===== config.mk =====
export PLATFORM = sky130hd
export DESIGN_NAME = signed_bin_to_bcd
export DESIGN_NICKNAME = d
export VERILOG_FILES = /design/src/rtl/signed_bin_to_bcd.sv
export SDC_FILE = /design/constraint.sdc
export NUM_CORES = 1
export LEC_CHECK = 0
export ABC_AREA = 1
export BUFFER_PORTS_ARGS = -buffer_cell sky130_fd_sc_hd__clkbuf_2
export CORE_ASPECT_RATIO = 0.9
export CORE_UTILIZATION = 60
export DETAILED_ROUTE_END_ITERATION = 6
export PLACE_DENSITY = 0.88
export RECOVER_POWER = 100
export SLEW_MARGIN = 40
export SYNTH_ARGS = -nofsm -noshare
export SYNTH_HDL_FRONTEND = slang
export SYNTH_SLANG_ARGS = --single-unit
export TNS_END_PERCENT = 10

===== constraint.sdc =====
create_clock -name clk -period 2.15 [get_ports clk]
set_input_delay 0.43 -clock clk [delete_from_list [all_inputs] [get_ports clk]]
set_output_delay 0.43 -clock clk [all_outputs]
set_load 0.005 [all_outputs]

===== src/rtl/signed_bin_to_bcd.sv =====
// signed_bin_to_bcd: sequential double-dabble converter, signed binary in, BCD digits plus sign out
module signed_bin_to_bcd #(
    parameter int WIDTH  = 16,
    parameter int DIGITS = 5
) (
    input  logic                         clk,
    input  logic                         rst,
    input  logic                         start,
    input  logic [WIDTH-1:0]             din,
    output logic                         busy,
    output logic                         done,
    output logic [4*DIGITS-1:0]          bcd,
    output logic                         neg,
    output logic [$clog2(DIGITS+1)-1:0]  ndigits
);
    localparam int BW = 4 * DIGITS;
    localparam int CW = $clog2(WIDTH);
    localparam int NW = $clog2(DIGITS + 1);
    localparam logic [CW-1:0] LAST = CW'(WIDTH - 1);

    typedef enum logic [1:0] {IDLE, SHIFT, DONE} state_t;

    state_t          state, state_n;
    logic [CW-1:0]   cnt;
    logic [WIDTH-1:0] mag;
    logic [BW-1:0]   scr, adj;
    logic            sign, nz;
    logic [NW-1:0]   nd;

    always_ff @(posedge clk) begin
        if (rst) state <= IDLE;
        else     state <= state_n;
    end

    always_comb begin
        state_n = (state == IDLE)  ? (start ? SHIFT : IDLE) :
                  (state == SHIFT) ? ((cnt == LAST) ? DONE : SHIFT) : IDLE;
    end

    // +3 correction per digit before each shift
    for (genvar d = 0; d < DIGITS; d++) begin : g_adj
        assign adj[4*d +: 4] = (scr[4*d +: 4] >= 4'd5) ? scr[4*d +: 4] + 4'd3 : scr[4*d +: 4];
    end

    always_comb begin
        nd = NW'(1);
        for (int i = 1; i < DIGITS; i++)
            if (scr[4*i +: 4] != 4'd0) nd = NW'(i + 1);
    end

    always_ff @(posedge clk) begin
        if (rst) begin
            done    <= 1'b0;
            bcd     <= '0;
            neg     <= 1'b0;
            ndigits <= NW'(1);
            cnt     <= '0;
            mag     <= '0;
            scr     <= '0;
            sign    <= 1'b0;
            nz      <= 1'b0;
        end else begin
            done <= 1'b0;
            if (state == IDLE && start) begin
                sign <= din[WIDTH-1];
                nz   <= |din;
                mag  <= din[WIDTH-1] ? -din : din;
                scr  <= '0;
                cnt  <= '0;
            end
            if (state == SHIFT) begin
                {scr, mag} <= {adj[BW-2:0], mag, 1'b0};
                cnt        <= cnt + 1'b1;
            end
            if (state == DONE) begin
                bcd     <= scr;
                neg     <= sign & nz;
                ndigits <= nd;
                done    <= 1'b1;
            end
        end
    end

    assign busy = (state != IDLE);
endmodule


### Word-level counts from Yosys, hierarchy flattened

Index checks and enable logic that the tools add are counted.

* bits in registers: 69
* bits of input ports: 19
* output and inout bits: 26

* add/subtract/negate cells: 7
* magnitude comparators: 5
* eq/ne operators: 3
* multiplexer cells: 21
* bitwise operators: 1
* reductions and logical operators: 10

Operators with widths (number)
* 2-to-1 mux 16 bit: 3
* 2-to-1 mux 20 bit: 2
* 2-to-1 mux 4 bit: 6
* greater-or-equal comparator 4 x 3 -> 1 bit, second input constant: 5
* adder 4 x 2 -> 4 bit, second input constant: 4
* negation 16 bit: 1
* nonzero test 4 bit: 4
* OR reduction 16 bit: 1
* 2-to-1 mux 3 bit: 4
* 2-to-1 mux 2 bit: 4
* adder 4 x 1 -> 4 bit, second input constant: 1
* == test 4 bit, second input constant: 1
* nonzero test 2 bit: 2
* adder 3 x 2 -> 3 bit, second input constant: 1
* == test 2 x 1 -> 1 bit, second input constant: 1
* == test 2 bit, second input constant: 1
* logical NOT 2 bit: 1
* 2-to-1 mux 1 bit: 2
* OR reduction 2 bit: 1
* AND 1 bit: 1
* logical AND 1 bit: 1

### Depth between registers and ports, before layout

Gate-level depths: netlist of run 1.

* word-level depth: 5
* depth in mapped cells: 9

### Worst setup path before layout of run 1

OpenSTA, ideal clock, no wires.

* path kind: in2reg
* start point: in din[0]
* end point: reg mag[14]
* setup time: 115 ps
* arrival: 1300 ps
* data required time: 2035 ps
* path slack: 735 ps
* stages on the path: 7
* buffers on the path: 0
* cell sequence: inv_1 -> ha_1 -> nand3_1 -> o21ai_0 -> nand3_1 -> nand3_1 -> nand2_1

* longest elaborated chain between the ends: 4

Ends and longest elaborated chain
* from (decl): RTL line 9 `input logic [WIDTH-1:0] din,`
* negation 16 bit: RTL line 67 `mag <= din[WIDTH-1] ? -din : din;`
* 2-to-1 mux 16 bit: RTL line 67
* 2-to-1 mux 16 bit: RTL line 64 `if (state == IDLE && start) begin`
* 2-to-1 mux 16 bit: RTL line 71 `if (state == SHIFT) begin`
* to (signal assigned): RTL line 67
* to (signal assigned): RTL line 72 `{scr, mag} <= {adj[BW-2:0], mag, 1'b0};`
* to (decl): RTL line 25 `logic [WIDTH-1:0] mag;`

No other way between the ends. The select of a mux whose other input is x is not followed.
A chain may end at the register's enable or synchronous reset.

### Worst setup path after layout of run 1

* start point: reg state[0]
* end point: reg mag[2]

* longest elaborated chain between the ends: 3
* elaborated cells on any way between the ends: 5
* classes of those cells: 1 x eq/ne; 1 x mux; 3 x reduce/logical

Ends and longest elaborated chain
* from (decl): RTL line 23 `state_t state, state_n;`
* from (signal assigned): RTL line 32 `else state <= state_n;`
* logical NOT 2 bit: RTL line 64
* logical AND 1 bit: RTL line 64
* nonzero test 2 bit (no line)

Several ways; a longest one is shown, not always the timed one.

==> out/qor.csv, run 1 <==
stage,metric,value,unit
critical_path,Most common cell on crit path,inv_1,
timing,final-report hold violation count,0,
critical_path,worst path cell trace,inv_1 > nand3_1 > nor2_1 > inv_1 > o21ai_0,
placed_design,gpl congestion,0.901,
critical_path,CP max stage cell,nor2_1,
route,met1 WL,3680,um
power_and_ir_drop,Max VDD drop,0.000714,V
power_and_ir_drop,Leak Pwr,0.00170,uW
power_and_ir_drop,Int Pwr,1920,uW
finish,"commonest non-fill, non-tap cell in the layout",nand2_1,
route,1st-iter DRT viols,279,
route,Top Layer Used,met4,
timing,Worst Skew,8.83,ps
timing,Final Max Tran Viols,0,
critical_path,CP Launch Type,flop,
yosys,Syn Nets,524,
critical_path,critical path arrival,2040,ps
die,I/O pins,45,
yosys,sequential cell area fraction in the yosys report,0.396,
yosys,Syn Std Cell Area,3490,um^2
clocking,Hold Buf Count CTS,0,
clocking,clock slew seen by the registers of the worst setup and hold paths,70,ps
timing,Slew HR,0.566,
die,initial core utilization,0.645,
clocking,deepest clock path buffer count,2,
yosys,Yosys Warn Count,0,
yosys,post-synthesis cell count,492,
yosys,main flop type after synthesis,dfxtp_1,
power_and_ir_drop,Flop pwr share,0.514,
clocking,postcts setup bufs,0,
timing,RSZ-0062 raised after global routing,false,
timing,Final Setup Violations,0,
clocking,clk sinks,69,
clocking,post-cts sizing count,0,
route,Initial DRT Pass Iterations,5,
yosys,share of synthesized registers carrying an async set or reset,0,
grt,largest net degree at the start of global routing,39,
power_and_ir_drop,Clock Power Share,0.380,
die,die height,74.4,um
run_status,status,finished clean,
timing,min cycle time layout,1770,ps
critical_path,CP peak stage delay,570,ps
yosys,synthesized flop and latch total,69,
placed_design,post-placement cell area,3740,um^2
yosys,"EDFF count, synth",0,
timing,final period utilization,0.824,
flow_run,MaxCap Viol Count,0,
grt,vias in the first global route,3085,
timing,Post-Route Setup TNS,0,ps
clocking,worst skew pair latency,350,ps
route,Routed met3 length,457,um
die,Placement Rows,25,
yosys,syn_area_per_cell,7.09,um^2
route,metal2 WL,4000,um
clocking,CTS tree,yes,
die,core area,5410,um^2
clocking,root buffer cell,clkbuf_8,
route,DR DRC count,0,
grt,initial antenna violation count,0,
yosys,count of cell types in the netlist,35,
timing,Slew @ Worst Pin,649,ps
placed_design,hpwl dp,5880,um
finish,share of layout cells above drive strength 1,0.0946,
route,final wirelength,8260,um
grt,global-route wire length before repair,13500,um
die,Die X,82.4,um
critical_path,Crit. End Element,flop,
timing,f_max,565,MHz
worst_hold_path,Min-Delay Path Class,in -> reg,
critical_path,crit path max fanout,11,
finish,Final #Nets,567,
route,drt wl/cell,13.6,um
clocking,CTS HTree Levels,3,
critical_path,Required @ worst endpoint,2420,ps
grt,All-Layer GR Usage,0.295,
power_and_ir_drop,Net Sw Frac,0.260,
critical_path,WS Path Type,reg -> reg,
route,Post-DRT Antenna Nets,0,
finish,cell area after layout,3850,um^2
grt,gr ovfl total,0,
finish,Antenna Cells,0,
route,routed via count,3385,
power_and_ir_drop,switching pwr,676,uW
route,drt via density,5.59,
clocking,CTS Buf Count,9,
placed_design,port buffer count,44,
power_and_ir_drop,Pwr Density,674,nW/um^2
power_and_ir_drop,Gate power share,0.106,
die,Die ar.,6130,um^2
finish,most frequent cells in the layout,"nand2_1, dfxtp_1, inv_1, nor2_1",
finish,Layout area overhead,10.4,%
==> sequential cells by signal, indices dropped and copies added, names as in the netlist <==
register  count
sign          1
state         2
neg           1
bcd          20
mag          16
done          1
ndigits       3
cnt           4
nz            1
scr          20
==> per-layer routing <==
| metal | vias up | global-route usage |
|---|---|---|
| met5 | - | 0 |
| met4 | 0 | 0.109 |
| met3 | 15 | 0.0822 |
| met2 | 102 | 0.498 |
| met1 | 1568 | 0.358 |
| li1 | 1700 | - |
==> metrics by stage <==
stage | util | power (uW) | instances | hold WS, ps | setup WS, ps
after floorplan | - | 1570 | 492 | 429 | 735
after global placement | 0.692 | 1640 | 591 | 446 | 481
after detailed placement | 0.692 | 1650 | 591 | 455 | 420
after CTS | 0.725 | 2620 | 606 | 357 | 530
after global routing | 0.712 | 2700 | 606 | 392 | 219
final | 0.712 | 2600 | 606 | 367 | 379
==> cells in the mapped netlist (2+ instances only) <==
| cell | n | share of area |
|---|---|---|
| a22oi_1 | 5 | 0.011 |
| nor2_1 | 48 | 0.052 |
| o21ai_0 | 49 | 0.070 |
| a31oi_1 | 3 | 0.0054 |
| buf_6 | 2 | 0.0065 |
| clkbuf_1 | 7 | 0.0075 |
| xor2_1 | 5 | 0.013 |
| ha_1 | 13 | 0.047 |
| inv_1 | 58 | 0.062 |
| o211ai_1 | 4 | 0.0086 |
| nand2_1 | 103 | 0.11 |
| dfxtp_1 | 69 | 0.40 |
| o22ai_1 | 3 | 0.0054 |
| a21oi_1 | 49 | 0.070 |
| nand4_1 | 5 | 0.0090 |
| buf_2 | 8 | 0.011 |
| inv_2 | 3 | 0.0032 |
| nand3_1 | 40 | 0.057 |
| nor2_4 | 2 | 0.0065 |
==> final cells by class <==
cell class	count	area [um^2]
clock buffers	10	128
clock inverters	5	52.6
fillers	452	1560
inverters	63	246
multi-input cells	343	1730
flip-flops and latches	69	1380
well taps	67	83.8
repair buffers	49	231
==> logic make-up (layout without fill, tap and decap cells) <==
family                   after synthesis  after routing  share of synthesized area
adder cells (fa/ha/maj)               13             13                     0.0466
flip-flops                            69             69                      0.396
AND/OR/NAND/NOR                      205            205                      0.260
XOR/XNOR                               6              6                     0.0151
buffers and inverters                 80            127                     0.0961
AO/OA/AOI/OAI                        119            119                      0.186
==> worst max-delay path: cells and delay by family (launching register included) <==
family,cells,cell delay [ps]
AO/OA/AOI/OAI,1,200
AND/OR/NAND/NOR,2,820
buffers and inverters,2,340
flip-flops,1,330
==> power by group through the flow <==
stage,combinational (uW),sequential (uW),clock [uW]
floorplan,212,1360,0
CTS,285,1340,997
finish,275,1340,988
detailed placement,284,1360,0
global route,307,1340,1060
global placement,275,1360,0
==> path summary, 6_finish.rpt <==
| kind | endpoint | slack [ps] | start | cells past startpoint |
|---|---|---|---|---|
| min reg2reg | sign | 470 | sign | 2 |
| min | mag[0] | 370 | din[0] | 3 |
| max | mag[2] | 380 | state[0] | 5 |
| max reg2reg | mag[2] | 380 | state[0] | 5 |
No activity file was read; power rests on OpenSTA's default activity.
==> inputs of run 2 (changes only) <==
- CORE_UTILIZATION: 60 -> 52
- PLACE_DENSITY: 0.88 -> 0.82
- clock period: 2.15 -> 1.6 ns (I/O delays scaled with it)
==> run 2 against run 1 <==
  * Power grew 42%
  * Critical path depth shrank 2
  * Register-to-register slack lost 240 ps
  * Largest cell class unchanged
==> out/qor.csv, run 2 (same netlist as run 1, synthesis figures left out) <==
stage,metric,value,unit,change
power_and_ir_drop,Clock Power Share,0.404,,was 0.380
clocking,Hold Buf Count CTS,0,,unchanged
clocking,CTS Buf Count,9,,unchanged
die,Placement Rows,27,,was 25
worst_hold_path,Hold Path Cell Cnt,3,,unchanged
timing,Slew @ Worst Pin,414,ps,was 649 ps
grt,All-Layer GR Usage,0.257,,was 0.295
critical_path,worst r2r src,state[1],,was state[0]
finish,Final #Nets,572,,was 567
timing,final period utilization,0.925,,
route,drt wl/cell,13.1,um,was 13.6 um
timing,f_max,675,MHz,
finish,most frequent cells in the layout,"nand2_1, dfxtp_1, inv_1, nor2_1, o21ai_0",,"was nand2_1, dfxtp_1, inv_1, nor2_1"
clocking,clk sinks,69,,unchanged
clocking,CTS HTree Levels,3,,unchanged
placed_design,port buffer count,44,,unchanged
die,I/O pins,45,,unchanged
grt,vias in the first global route,3137,,"was 3,085"
grt,largest net degree at the start of global routing,34,,was 39
timing,PnR worst setup slack,119,ps,was 379 ps
clocking,post-cts sizing count,0,,unchanged
route,final wirelength,8260,um,about the same
grt,gr ovfl total,0,,unchanged
finish,"commonest non-fill, non-tap cell in the layout",nand2_1,,unchanged
critical_path,r2r setup slk,140,ps,was 380 ps
critical_path,worst reg2reg path depth,5,,unchanged
run_status,status,finished clean,,unchanged
placed_design,gpl congestion,0.888,,was 0.901
finish,footprint of the multi-input gates,1780,um^2,was 1730 um^2
grt,global-route wire length before repair,13800,um,"was 13,500 um"
timing,Worst Skew,7.76,ps,was 8.83 ps
critical_path,endpoint of the worst register-to-register path,ndigits[1],,was mag[2]
power_and_ir_drop,Max VDD drop,0.000739,V,was 0.000714 V
critical_path,CP peak stage delay,450,ps,was 570 ps
timing,min cycle time layout,1480,ps,
placed_design,post-placement cell area,3830,um^2,was 3740 um^2
placed_design,worst slack at placement,-44.6,ps,was 420 ps
power_and_ir_drop,Gate power share,0.110,,was 0.106
finish,share of layout cells above drive strength 1,0.128,,was 0.0946
clocking,root buffer cell,clkbuf_8,,unchanged
clocking,deepest clock path buffer count,2,,unchanged
route,Initial DRT Pass Iterations,4,,was 5
clocking,postcts setup bufs,0,,unchanged
critical_path,Required @ worst endpoint,1280,ps,was 2420 ps
grt,initial antenna violation count,0,,unchanged
power_and_ir_drop,switching pwr,949,uW,was 676 uW
timing,RSZ-0062 raised after global routing,false,,unchanged
die,initial core utilization,0.555,,was 0.645
worst_hold_path,Hold Path Sink,mag[0],,unchanged
finish,Largest regs,"bcd (20), scr (20), mag (16)",,unchanged
clocking,CTS tree,yes,,unchanged
clocking,worst skew pair latency,350,ps,about the same
route,Post-DRT Antenna Nets,0,,unchanged
timing,Slew HR,0.722,,was 0.566
critical_path,Crit. End Element,output pin,,was flop
power_and_ir_drop,Leak Pwr,0.00178,uW,was 0.00170 uW
worst_hold_path,critical hold path startpoint,din[0],,unchanged
timing,Final Setup Violations,0,,unchanged
timing,final-report hold violation count,0,,unchanged
timing,Final Max Tran Viols,0,,unchanged
worst_hold_path,Min-Delay Path Class,in -> reg,,unchanged
power_and_ir_drop,Flop pwr share,0.486,,was 0.514
clocking,clock slew seen by the registers of the worst setup and hold paths,70,ps,about the same
die,Die ar.,7040,um^2,was 6130 um^2
power_and_ir_drop,Pwr Density,919,nW/um^2,was 674 nW/um^2
flow_run,MaxCap Viol Count,0,,unchanged
die,die height,79.7,um,was 74.4 um
critical_path,critical path arrival,1160,ps,was 2040 ps
critical_path,worst path cell trace,inv_2 > nand2_1 > clkbuf_2,,was inv_1 > nand3_1 > nor2_1 > inv_1 > o21ai_0
placed_design,hpwl dp,5900,um,was 5880 um
route,routed via count,3398,,"was 3,385"
power_and_ir_drop,Int Pwr,2750,uW,was 1920 uW
critical_path,crit path max fanout,3,,was 11
route,DR DRC count,0,,unchanged
die,core area,6280,um^2,was 5410 um^2
finish,# fillers,584,,was 452
finish,cell area after layout,4020,um^2,was 3850 um^2
power_and_ir_drop,Net Sw Frac,0.257,,was 0.260
finish,register area,1380,um^2,unchanged
finish,Antenna Cells,0,,unchanged
die,Die X,88.4,um,was 82.4 um
critical_path,WS Path Type,reg -> out,,was reg -> reg
finish,Layout area overhead,15.2,%,was 10.4%
route,1st-iter DRT viols,268,,was 279
critical_path,CP max stage cell,dfxtp_1,,was nor2_1
critical_path,CP Launch Type,flop,,unchanged
timing,Hold WS,255,ps,was 367 ps
route,drt via density,5.38,,was 5.59
==> run 2: cell count changes in the layout (fill, tap and decap cells not counted), moves of 2 or more <==
cell	before	now
clkbuf_2	23	31
clkbuf_1	22	16
clkbuf_8	9	12
buf_12	0	2
clkinv_2	3	1
nand3_1	41	39
==> run 2: how the worst max path moves through the flow <==
stage / from / to / slack [ps] / cells after the start
floorplan: din[0] / mag[14] / 290 / 7
global placement: din[0] / mag[14] / 90 / 8
detailed placement: din[0] / mag[14] / -40 / 8
CTS: state[1] / busy / 80 / 3
global route: state[1] / ndigits[1] / 10 / 5
finish: state[1] / busy / 120 / 3
==> run 2: worst max-delay path: cells and delay by family, from the launching register on <==
| family | cells | cell delay (ps) |
|---|---|---|
| AND/OR/NAND/NOR | 1 | 130 |
| buffers and inverters | 2 | 230 |
| flip-flops | 1 | 450 |
==> run 2: power groups by stage <==
stage                     Combinational [uW]  Sequential, uW  Clock, uW
after global placement                   388            1830          0
after CTS                                404            1800       1520
final                                    406            1790       1490
after floorplan                          284            1830          0
after global routing                     446            1800       1600
after detailed placement                 401            1830          0
==> run 2: area by class of cell <==
class	instances	share of cell area
clock buffer	13	0.0420
clock inverter	3	0.0106
inverter	63	0.0613
multi-input combinational	343	0.442
sequential	69	0.343
tap	87	0.0271
timing repair buffer	54	0.0737
==> run 2: routing by layer <==
metal	vias to the layer above	GRT usage	wire length, um
met1	1580	0.325	3730
met5	-	0	0
li1	1715	-	-
met3	7	0.0796	528
met4	0	0.0839	72
met2	96	0.414	3930
==> run 2: stage by stage <==
stage	cells	total power [uW]	utilization	TNS, ps
after floorplan	492	2110	-	0
after global placement	616	2220	0.610	0
after detailed placement	616	2240	0.610	-80.8
after CTS	632	3720	0.643	0
after global routing	632	3840	0.640	0
final	632	3700	0.640	0
